File: src/rtl/booth_pkg.sv
// Shared types and helpers for the sequential radix-4 Booth multiplier.
package booth_pkg;

    typedef enum logic [1:0] {
        IDLE = 2'd0,
        CALC = 2'd1,
        DONE = 2'd2
    } booth_state_t;

    typedef enum logic [2:0] {
        ZERO = 3'd0,
        POS1 = 3'd1,
        POS2 = 3'd2,
        NEG1 = 3'd3,
        NEG2 = 3'd4
    } booth_op_t;

    // Bits needed to count the WIDTH/2 partial-product steps.
    function automatic int count_width(input int width);
        return (width / 2 > 1) ? $clog2(width / 2) : 1;
    endfunction

endpackage

File: src/rtl/booth_recode.sv
// Radix-4 Booth recoder: one multiplier triplet selects 0, +/-M or +/-2M.
module booth_recode
    import booth_pkg::*;
#(
    parameter int WIDTH = 8
) (
    input  logic [2:0]         triplet,
    input  logic [2*WIDTH-1:0] mcand,
    output logic [2*WIDTH-1:0] pp
);

    localparam int PW = 2 * WIDTH;
    localparam logic [PW-1:0] ONE = PW'(1);

    booth_op_t       op;
    logic [PW-1:0]   mcand_x2;

    assign mcand_x2 = {mcand[PW-2:0], 1'b0};

    // Decode the triplet into a signed-digit operation.
    always_comb begin
        op = ZERO;
        case (triplet)
            3'b001, 3'b010: op = POS1;
            3'b011:         op = POS2;
            3'b100:         op = NEG2;
            3'b101, 3'b110: op = NEG1;
            default:        op = ZERO;
        endcase
    end

    // Form the partial product; negation wraps at 2*WIDTH bits.
    always_comb begin
        pp = '0;
        case (op)
            POS1:    pp = mcand;
            POS2:    pp = mcand_x2;
            NEG1:    pp = ~mcand + ONE;
            NEG2:    pp = ~mcand_x2 + ONE;
            default: pp = '0;
        endcase
    end

endmodule

File: src/rtl/booth_seq_ctrl.sv
// Sequential radix-4 Booth multiplier: one partial product per cycle into a
// shared accumulator, valid/ready on both sides.
module booth_seq_ctrl
    import booth_pkg::*;
#(
    parameter int WIDTH = 8
) (
    input  logic               clk,
    input  logic               rst,
    input  logic               in_valid,
    output logic               in_ready,
    input  logic [WIDTH-1:0]   a,
    input  logic [WIDTH-1:0]   b,
    output logic               out_valid,
    input  logic               out_ready,
    output logic [2*WIDTH-1:0] s,
    output logic               busy
);

    localparam int PW = 2 * WIDTH;
    localparam int CW = count_width(WIDTH);
    localparam logic [CW-1:0] LAST = CW'(WIDTH / 2 - 1);

    booth_state_t  state_q, state_d;
    logic [CW-1:0] count_q, count_d;
    logic [PW-1:0] mcand_q, mcand_d;
    logic [WIDTH:0] mreg_q, mreg_d;
    logic [PW-1:0] acc_q, acc_d;
    logic [PW-1:0] s_q, s_d;

    logic [PW-1:0] pp;
    logic [PW-1:0] pp_shift;
    logic [PW-1:0] sum;

    booth_recode #(.WIDTH(WIDTH)) u_recode (
        .triplet (mreg_q[2:0]),
        .mcand   (mcand_q),
        .pp      (pp)
    );

    // Weight of partial product i is 4^i; the single adder closes the loop.
    assign pp_shift = pp << {count_q, 1'b0};
    assign sum      = acc_q + pp_shift;

    assign in_ready  = (state_q == IDLE);
    assign out_valid = (state_q == DONE);
    assign busy      = (state_q != IDLE);
    assign s         = s_q;

    // Next-state logic: accept, step through the triplets, hold until consumed.
    always_comb begin
        state_d = state_q;
        count_d = count_q;
        mcand_d = mcand_q;
        mreg_d  = mreg_q;
        acc_d   = acc_q;
        s_d     = s_q;
        case (state_q)
            IDLE: begin
                if (in_valid) begin
                    state_d = CALC;
                    mcand_d = {{WIDTH{a[WIDTH-1]}}, a};
                    mreg_d  = {b, 1'b0};
                    acc_d   = '0;
                    count_d = '0;
                end
            end
            CALC: begin
                acc_d   = sum;
                mreg_d  = {{2{mreg_q[WIDTH]}}, mreg_q[WIDTH:2]};
                count_d = count_q + CW'(1);
                if (count_q == LAST) begin
                    state_d = DONE;
                    s_d     = sum;
                end
            end
            DONE: begin
                // Operands offered in this cycle are not taken; in_ready is low.
                if (out_ready) begin
                    state_d = IDLE;
                end
            end
            default: state_d = IDLE;
        endcase
    end

    // State registers with synchronous reset.
    always_ff @(posedge clk) begin
        if (rst) begin
            state_q <= IDLE;
            count_q <= '0;
            mcand_q <= '0;
            mreg_q  <= '0;
            acc_q   <= '0;
            s_q     <= '0;
        end else begin
            state_q <= state_d;
            count_q <= count_d;
            mcand_q <= mcand_d;
            mreg_q  <= mreg_d;
            acc_q   <= acc_d;
            s_q     <= s_d;
        end
    end

endmodule
File: config.mk
export PLATFORM = sky130hd
export DESIGN_NAME = booth_seq_ctrl
export DESIGN_NICKNAME = d
export VERILOG_FILES = /design/src/rtl/booth_pkg.sv /design/src/rtl/booth_recode.sv /design/src/rtl/booth_seq_ctrl.sv
export SDC_FILE = /design/constraint.sdc
export NUM_CORES = 1
export LEC_CHECK = 0
export ABC_AREA = 1
export CAP_MARGIN = 10
export CORE_AREA = 2 2 81 83
export CTS_BUF_LIST = sky130_fd_sc_hd__clkbuf_16
export DETAILED_ROUTE_END_ITERATION = 10
export DIE_AREA = 0 0 83 85
export GPL_TIMING_DRIVEN = 0
export MAX_ROUTING_LAYER = met4
export PLACE_DENSITY = 0.79
export SYNTH_ARGS = -nofsm -noshare
export SYNTH_HDL_FRONTEND = slang
export SYNTH_SLANG_ARGS = --single-unit
export TNS_END_PERCENT = 100
File: constraint.sdc
create_clock -name clk -period 4.1 [get_ports clk]
set_clock_uncertainty 0.2 [all_clocks]
set_input_delay 1.025 -clock clk [delete_from_list [all_inputs] [get_ports clk]]
set_output_delay 1.025 -clock clk [all_outputs]
set_load 0.05 [all_outputs]
=== Word-level counts from Yosys, hierarchy flattened ===
Index checks and enable logic that the tools add are counted.

* Register bits: 53
* Word-level logic and storage cells: 53
* Output and inout bits: 19
* Bits of input ports: 20

* Reduce and logical (&&, ||, !) cells: 10
* Bitwise operators: 3
* Add/subtract/negate cells: 4
* Shift operators: 1
* Equal/unequal tests: 16
* Mux-type cells: 12

{| class="wikitable"
|+ Operators with widths
! operator !! count
|-
| case mux 16 bit (4 select lines) || 1
|-
| adder 16 x 1 -> 16 bit, second input constant || 2
|-
| inverter 16 bit || 2
|-
| case mux 16 bit (2 select lines) || 1
|-
| case mux 9 bit (2 select lines) || 1
|-
| adder 16 bit || 1
|-
| two-way mux 16 bit || 1
|-
| left shift 16 x 3 -> 16 bit || 1
|-
| equality test 3 x 2 -> 1 bit, second input constant || 4
|-
| equality test 3 bit, second input constant || 4
|-
| case mux 3 bit (4 select lines) || 1
|-
| two-way mux 9 bit || 1
|-
| two-way mux 2 bit || 4
|-
| equality test 3 x 1 -> 1 bit, second input constant || 2
|-
| case mux 2 bit (3 select lines) || 1
|-
| AND reduction 2 bit || 3
|-
| AND reduction 3 bit || 2
|-
| equality test 2 bit, second input constant || 2
|-
| != test 2 bit, second input constant || 2
|-
| case mux 2 bit (2 select lines) || 1
|-
| nonzero test 2 bit || 2
|-
| OR reduction 2 bit || 2
|-
| adder 2 x 1 -> 2 bit, second input constant || 1
|-
| equality test 2 x 1 -> 1 bit, second input constant || 1
|-
| other kinds (3) || 3
|}

=== Depth between registers and ports, before layout ===
* Depth in word-level cells: 8
* Depth in mapped cells: 25

=== Hierarchy ===
Synthesis repeated with hierarchy kept, for this count alone.

* Cells, all modules: 672
* Area total of the unflattened synthesis: 4,157.7 um^2

{| class="wikitable"
|+ By module, submodules not included
! module !! times used !! cells an instance !! area each (um^2)
|-
| booth_seq_ctrl || 1 || 496 || 3,288.2
|-
| booth_recode || 1 || 176 || 869.6
|}

=== Worst setup path after synthesis ===
OpenSTA, ideal clock, no wires.

* Kind: reg2reg
* From: reg mcand_q[4]
* To: reg s_q[14], in the netlist s[14]
* Data arrival time: 2,567 ps
* Library setup time: 114 ps
* Clock period less this slack: 2,880 ps
* Stages on the path, launching flop included: 19
* Path slack: 1,220 ps
* Cells stage by stage: dfxtp_1 inv_2 nand2_1 nor2_1 nand2_1 ha_1 o22ai_1 a21oi_1 o21ai_1 mux2i_1 o21ai_1 ha_1 a21oi_1 o21ai_0 a21oi_1 nand2_1 xor2_1 o21bai_1 inv_1

* Cells in the longest elaborated chain, start to end: 5
* Elaborated cells between the ends (all ways): 7

{| class="wikitable"
|+ RTL lines
! item !! line !! source
|-
| start, declared || booth_seq_ctrl.sv:26 || <nowiki>logic [PW-1:0] mcand_q, mcand_d;</nowiki>
|-
| start signal, assigned || booth_seq_ctrl.sv:99 || <nowiki>mcand_q <= mcand_d;</nowiki>
|-
| inverter 16 bit, on equally long branches || booth_recode.sv:38, booth_recode.sv:39 ||
|-
| adder 16 x 1 -> 16 bit, on equally long branches || booth_recode.sv:38, booth_recode.sv:39 ||
|-
| case mux 16 bit (4 select lines) (*) || booth_recode.sv:35 || <nowiki>case (op)</nowiki>
|-
| left shift 16 x 3 -> 16 bit (*) || booth_seq_ctrl.sv:42 || <nowiki>assign pp_shift = pp << {count_q, 1'b0};</nowiki>
|-
| adder 16 bit (*) || booth_seq_ctrl.sv:43 || <nowiki>assign sum = acc_q + pp_shift;</nowiki>
|-
| end signal, assigned || booth_seq_ctrl.sv:95 || <nowiki>s_q <= '0;</nowiki>
|-
| end signal, assigned || booth_seq_ctrl.sv:102 || <nowiki>s_q <= s_d;</nowiki>
|-
| end, declared || booth_seq_ctrl.sv:29 || <nowiki>logic [PW-1:0] s_q, s_d;</nowiki>
|}

Mark *: on every way between the ends. The rest lies on a longest branch, timed or not.
A chain may end at the register's enable or synchronous reset.

=== Final worst setup path ===
* From: reg mcand_q[2]
* To: reg acc_q[14]

* Cells in the longest elaborated chain, start to end: 6
* Elaborated cells between the ends (all ways): 8

{| class="wikitable"
|+ RTL lines
! item !! line !! source
|-
| inverter 16 bit, on equally long branches || booth_recode.sv:38, booth_recode.sv:39 ||
|-
| adder 16 x 1 -> 16 bit, on equally long branches || booth_recode.sv:38, booth_recode.sv:39 ||
|-
| case mux 16 bit (4 select lines) (*) || booth_recode.sv:35 ||
|-
| left shift 16 x 3 -> 16 bit (*) || booth_seq_ctrl.sv:42 ||
|-
| adder 16 bit (*) || booth_seq_ctrl.sv:43 ||
|-
| case mux 16 bit (2 select lines) (*) || booth_seq_ctrl.sv:58 || <nowiki>case (state_q)</nowiki>
|-
| end signal, assigned || booth_seq_ctrl.sv:94 || <nowiki>acc_q <= '0;</nowiki>
|-
| end signal, assigned || booth_seq_ctrl.sv:101 || <nowiki>acc_q <= acc_d;</nowiki>
|-
| end, declared || booth_seq_ctrl.sv:28 || <nowiki>logic [PW-1:0] acc_q, acc_d;</nowiki>
|}

Marked as above.

==> impl_metrics.ini <==
[placement]
numPortBuffers = 37
gp_congestion = 0.959
dp_hpwl_mm = 6.64
placed_cells = 627

[worst_hold_path]
holdPathStages = 2
hold_path_class = reg -> reg

[sta]
fmax_mhz = 287
period_share_pct = 84.9
worst_pin_slew_ns = 0.640
rsz0062_at_grt = false
fin_setup_tns_ns = 0
period_minus_slack_ns = 3.48
setup_viol = 0
drv_slew = 0
hold_viol = 0
slew_headroom_pct = 57.3

[power]
p_leak_uw = 0.00185
ir_worst_vdd_mv = 0.262
power_density_nw_per_um2 = 376

[logic_synthesis]
ys_warn_count = 0
synth_edf_count = 0
ys_types = 42
synth_ff_type = dfxtp_1
ys_seq_elements = 53
syn_inst = 513
synth.cell_area_um2 = 3440
syn-mean-instance-area_um2 = 6.70
ys_seq_area_share_pct = 30.8
syn_nets = 552
synth_async_sr_flop_share_pct = 0

[drt]
wl_met2_mm = 4.09
wl_met1_mm = 4.19
drtIter0Drc = 222
drc = 0
highest_layer = met4
vias_per_cell = 5.45
wl_per_cell_um = 13.9
ant_nets = 0
first_pass_iters = 5
drt_wl_total_mm = 8.85
met3_length_um = 388
vias = 3459

[floorplan]
dieArea_um2 = 7060
core.rowCount = 29
start_util_pct = 55.4
die_x_um = 83
io_pins = 39
die_y_um = 85
core_um2 = 6200

[clock_network]
clk_latency_ns = 0.29
cts-root-buf = clkbuf_16
htreeDepth = 2
cts_max_path_buffers = 2
cts_inserted_buffers = 5
numClockSinks = 53
cts_resized = 0
cts_setup_buffers = 0
cts_tree = yes
cts.clk_slew.worst_paths_ns = 0.07
cts_hold_buf = 0

[critical_path]
crit_path_end = acc_q[14]
crit_path_end_kind = register
critPathLaunch = mcand_q[2]
worstSetupPathType = reg -> reg
start_kind = register
crit_fanout = 6
reg2regPathDepth = 18
ff2ff_setup_slack_ns = 0.62
regToRegStartpoint = mcand_q[2]
cp.arrival_ns = 3.50
required_ns = 4.12
r2r-end = acc_q[14]

[cells_and_area]
mostFrequentLayoutCell = nand2_1
nNetsFinal = 596
area_growth_pct = 19.2
num-fill-cells = 564
layout_common_cells = nand2_1 (139), dfxtp_1 (53), a21oi_1 (52), inv_1 (42), clkdlybuf4s50_1 (37)
drive_gt1_share_pct = 9.50
antenna_cells = 0
finalNonFillerCells = 635

[grt]
grt_overflow_total = 0
grt_usage_pct = 26.8
grt_max_degree = 18
grt_pass1_wl_mm = 15.1
grt_pass1_vias = 3333
antenna_found_initial = 0

[flow_run]
cap_violations = 0

[outcome]
status = completed
==> worst min-delay path by stage <==
stage / start / to / slack [ns]
4_1_cts: acc_q[13] / acc_q[13] / 0.27
3_3_place_gp: mreg_q[4] / mreg_q[4] / 0.24
3_5_place_dp: s[8] / s[8] / 0.26
2_1_floorplan: mreg_q[4] / mreg_q[4] / 0.23
6_report: s[2] / s[2] / 0.27
5_1_grt: mreg_q[5] / mreg_q[5] / 0.29
==> kinds of logic after synthesis <==
group | Yosys count | synth area share [%]
xor gates and xnor gates | 11 | 2.80
DFF | 53 | 30.8
AOI/OAI and AO/OA | 130 | 21.8
adders and majority gates | 19 | 7.13
muxes | 2 | 0.582
and+or+nand+nor | 220 | 27.9
buffers and inverters | 78 | 8.98
==> flip-flops by register name, summed over array words and instances (netlist names) <==
register and flops:
acc_q 16, count_q 2, mreg_q 9, mcand_q 8, s 16, state_q 2
==> critical path, stage by stage, from the launching register on <==
cell and delay (ns):
dfxtp_1 0.33, inv_2 0.09, nand3_1 0.13, inv_1 0.10
nand2_1 0.09, ha_1 0.30, o22ai_1 0.07, a21oi_1 0.10
o21ai_1 0.10, o21ai_0 0.27, mux2i_1 0.15, ha_1 0.38
a21oi_1 0.25, o21ai_0 0.11, a21oi_1 0.15, nand2_1 0.08
xor2_1 0.23, nand2_1 0.10, a21oi_1 0.17
==> power by group <==
group	internal (µW)	switching [µW]
clock	352	199
sequential	542	20.0
combinational	150	279
total	1040	498
==> layer usage <==
layer	track usage (%)	vias to the layer above
met5	-	-
met4	9.69	0
met3	3.99	18
met2	43.2	99
met1	34.4	1562
li1	-	1780
==> metrics by stage <==
stage / setup slack, ns / utilization (%) / total power, µW / hold slack (ns) / area (µm²)
floorplan: 1.22 / - / 883 / 0.230 / 3440
global placement: 0.774 / 63.0 / 984 / 0.242 / 3910
detailed placement: 0.733 / 63.0 / 992 / 0.258 / 3910
CTS: 0.689 / 66.1 / 1540 / 0.273 / 4100
global route: 0.323 / 66.1 / 1620 / 0.290 / 4100
finish: 0.621 / 66.1 / 1540 / 0.269 / 4100
==> layout make-up <==
type                            instances  area [µm²]  area share, %
Buffer                                 18        81.3           1.98
Clock buffer                            5         125           3.05
Clock inverter                          3        68.8           1.68
Inverter                               60         228           5.55
Multi-Input combinational cell        382        2070           50.5
Sequential cell                        53        1060           25.9
Tap cell                               77        96.3           2.35
Timing Repair Buffer                   37         370           9.03
==> cells in the mapped netlist (2+ instances only) <==
library cell	instances	share of area, %
a211oi_1	7	1.5
a21oi_1	52	7.6
a21oi_2	3	0.76
a31oi_1	3	0.55
buf_2	5	0.73
clkbuf_1	11	1.2
dfxtp_1	53	31
ha_1	18	6.5
inv_1	42	4.6
inv_2	17	1.9
mux2i_1	2	0.58
nand2_1	139	15
nand2_2	6	1.1
nand3_1	25	3.6
nand3b_1	3	0.65
nand4_1	3	0.55
nor2_1	31	3.4
nor2_2	4	0.73
nor2_4	2	0.65
nor3_1	2	0.29
o211ai_1	2	0.44
o21a_1	2	0.44
o21ai_0	34	4.9
o21ai_1	9	1.3
o21bai_1	7	1.5
o22ai_1	6	1.1
xnor2_1	6	1.5
xor2_1	5	1.3
Note: power is estimated with default switching activity, not from simulation.
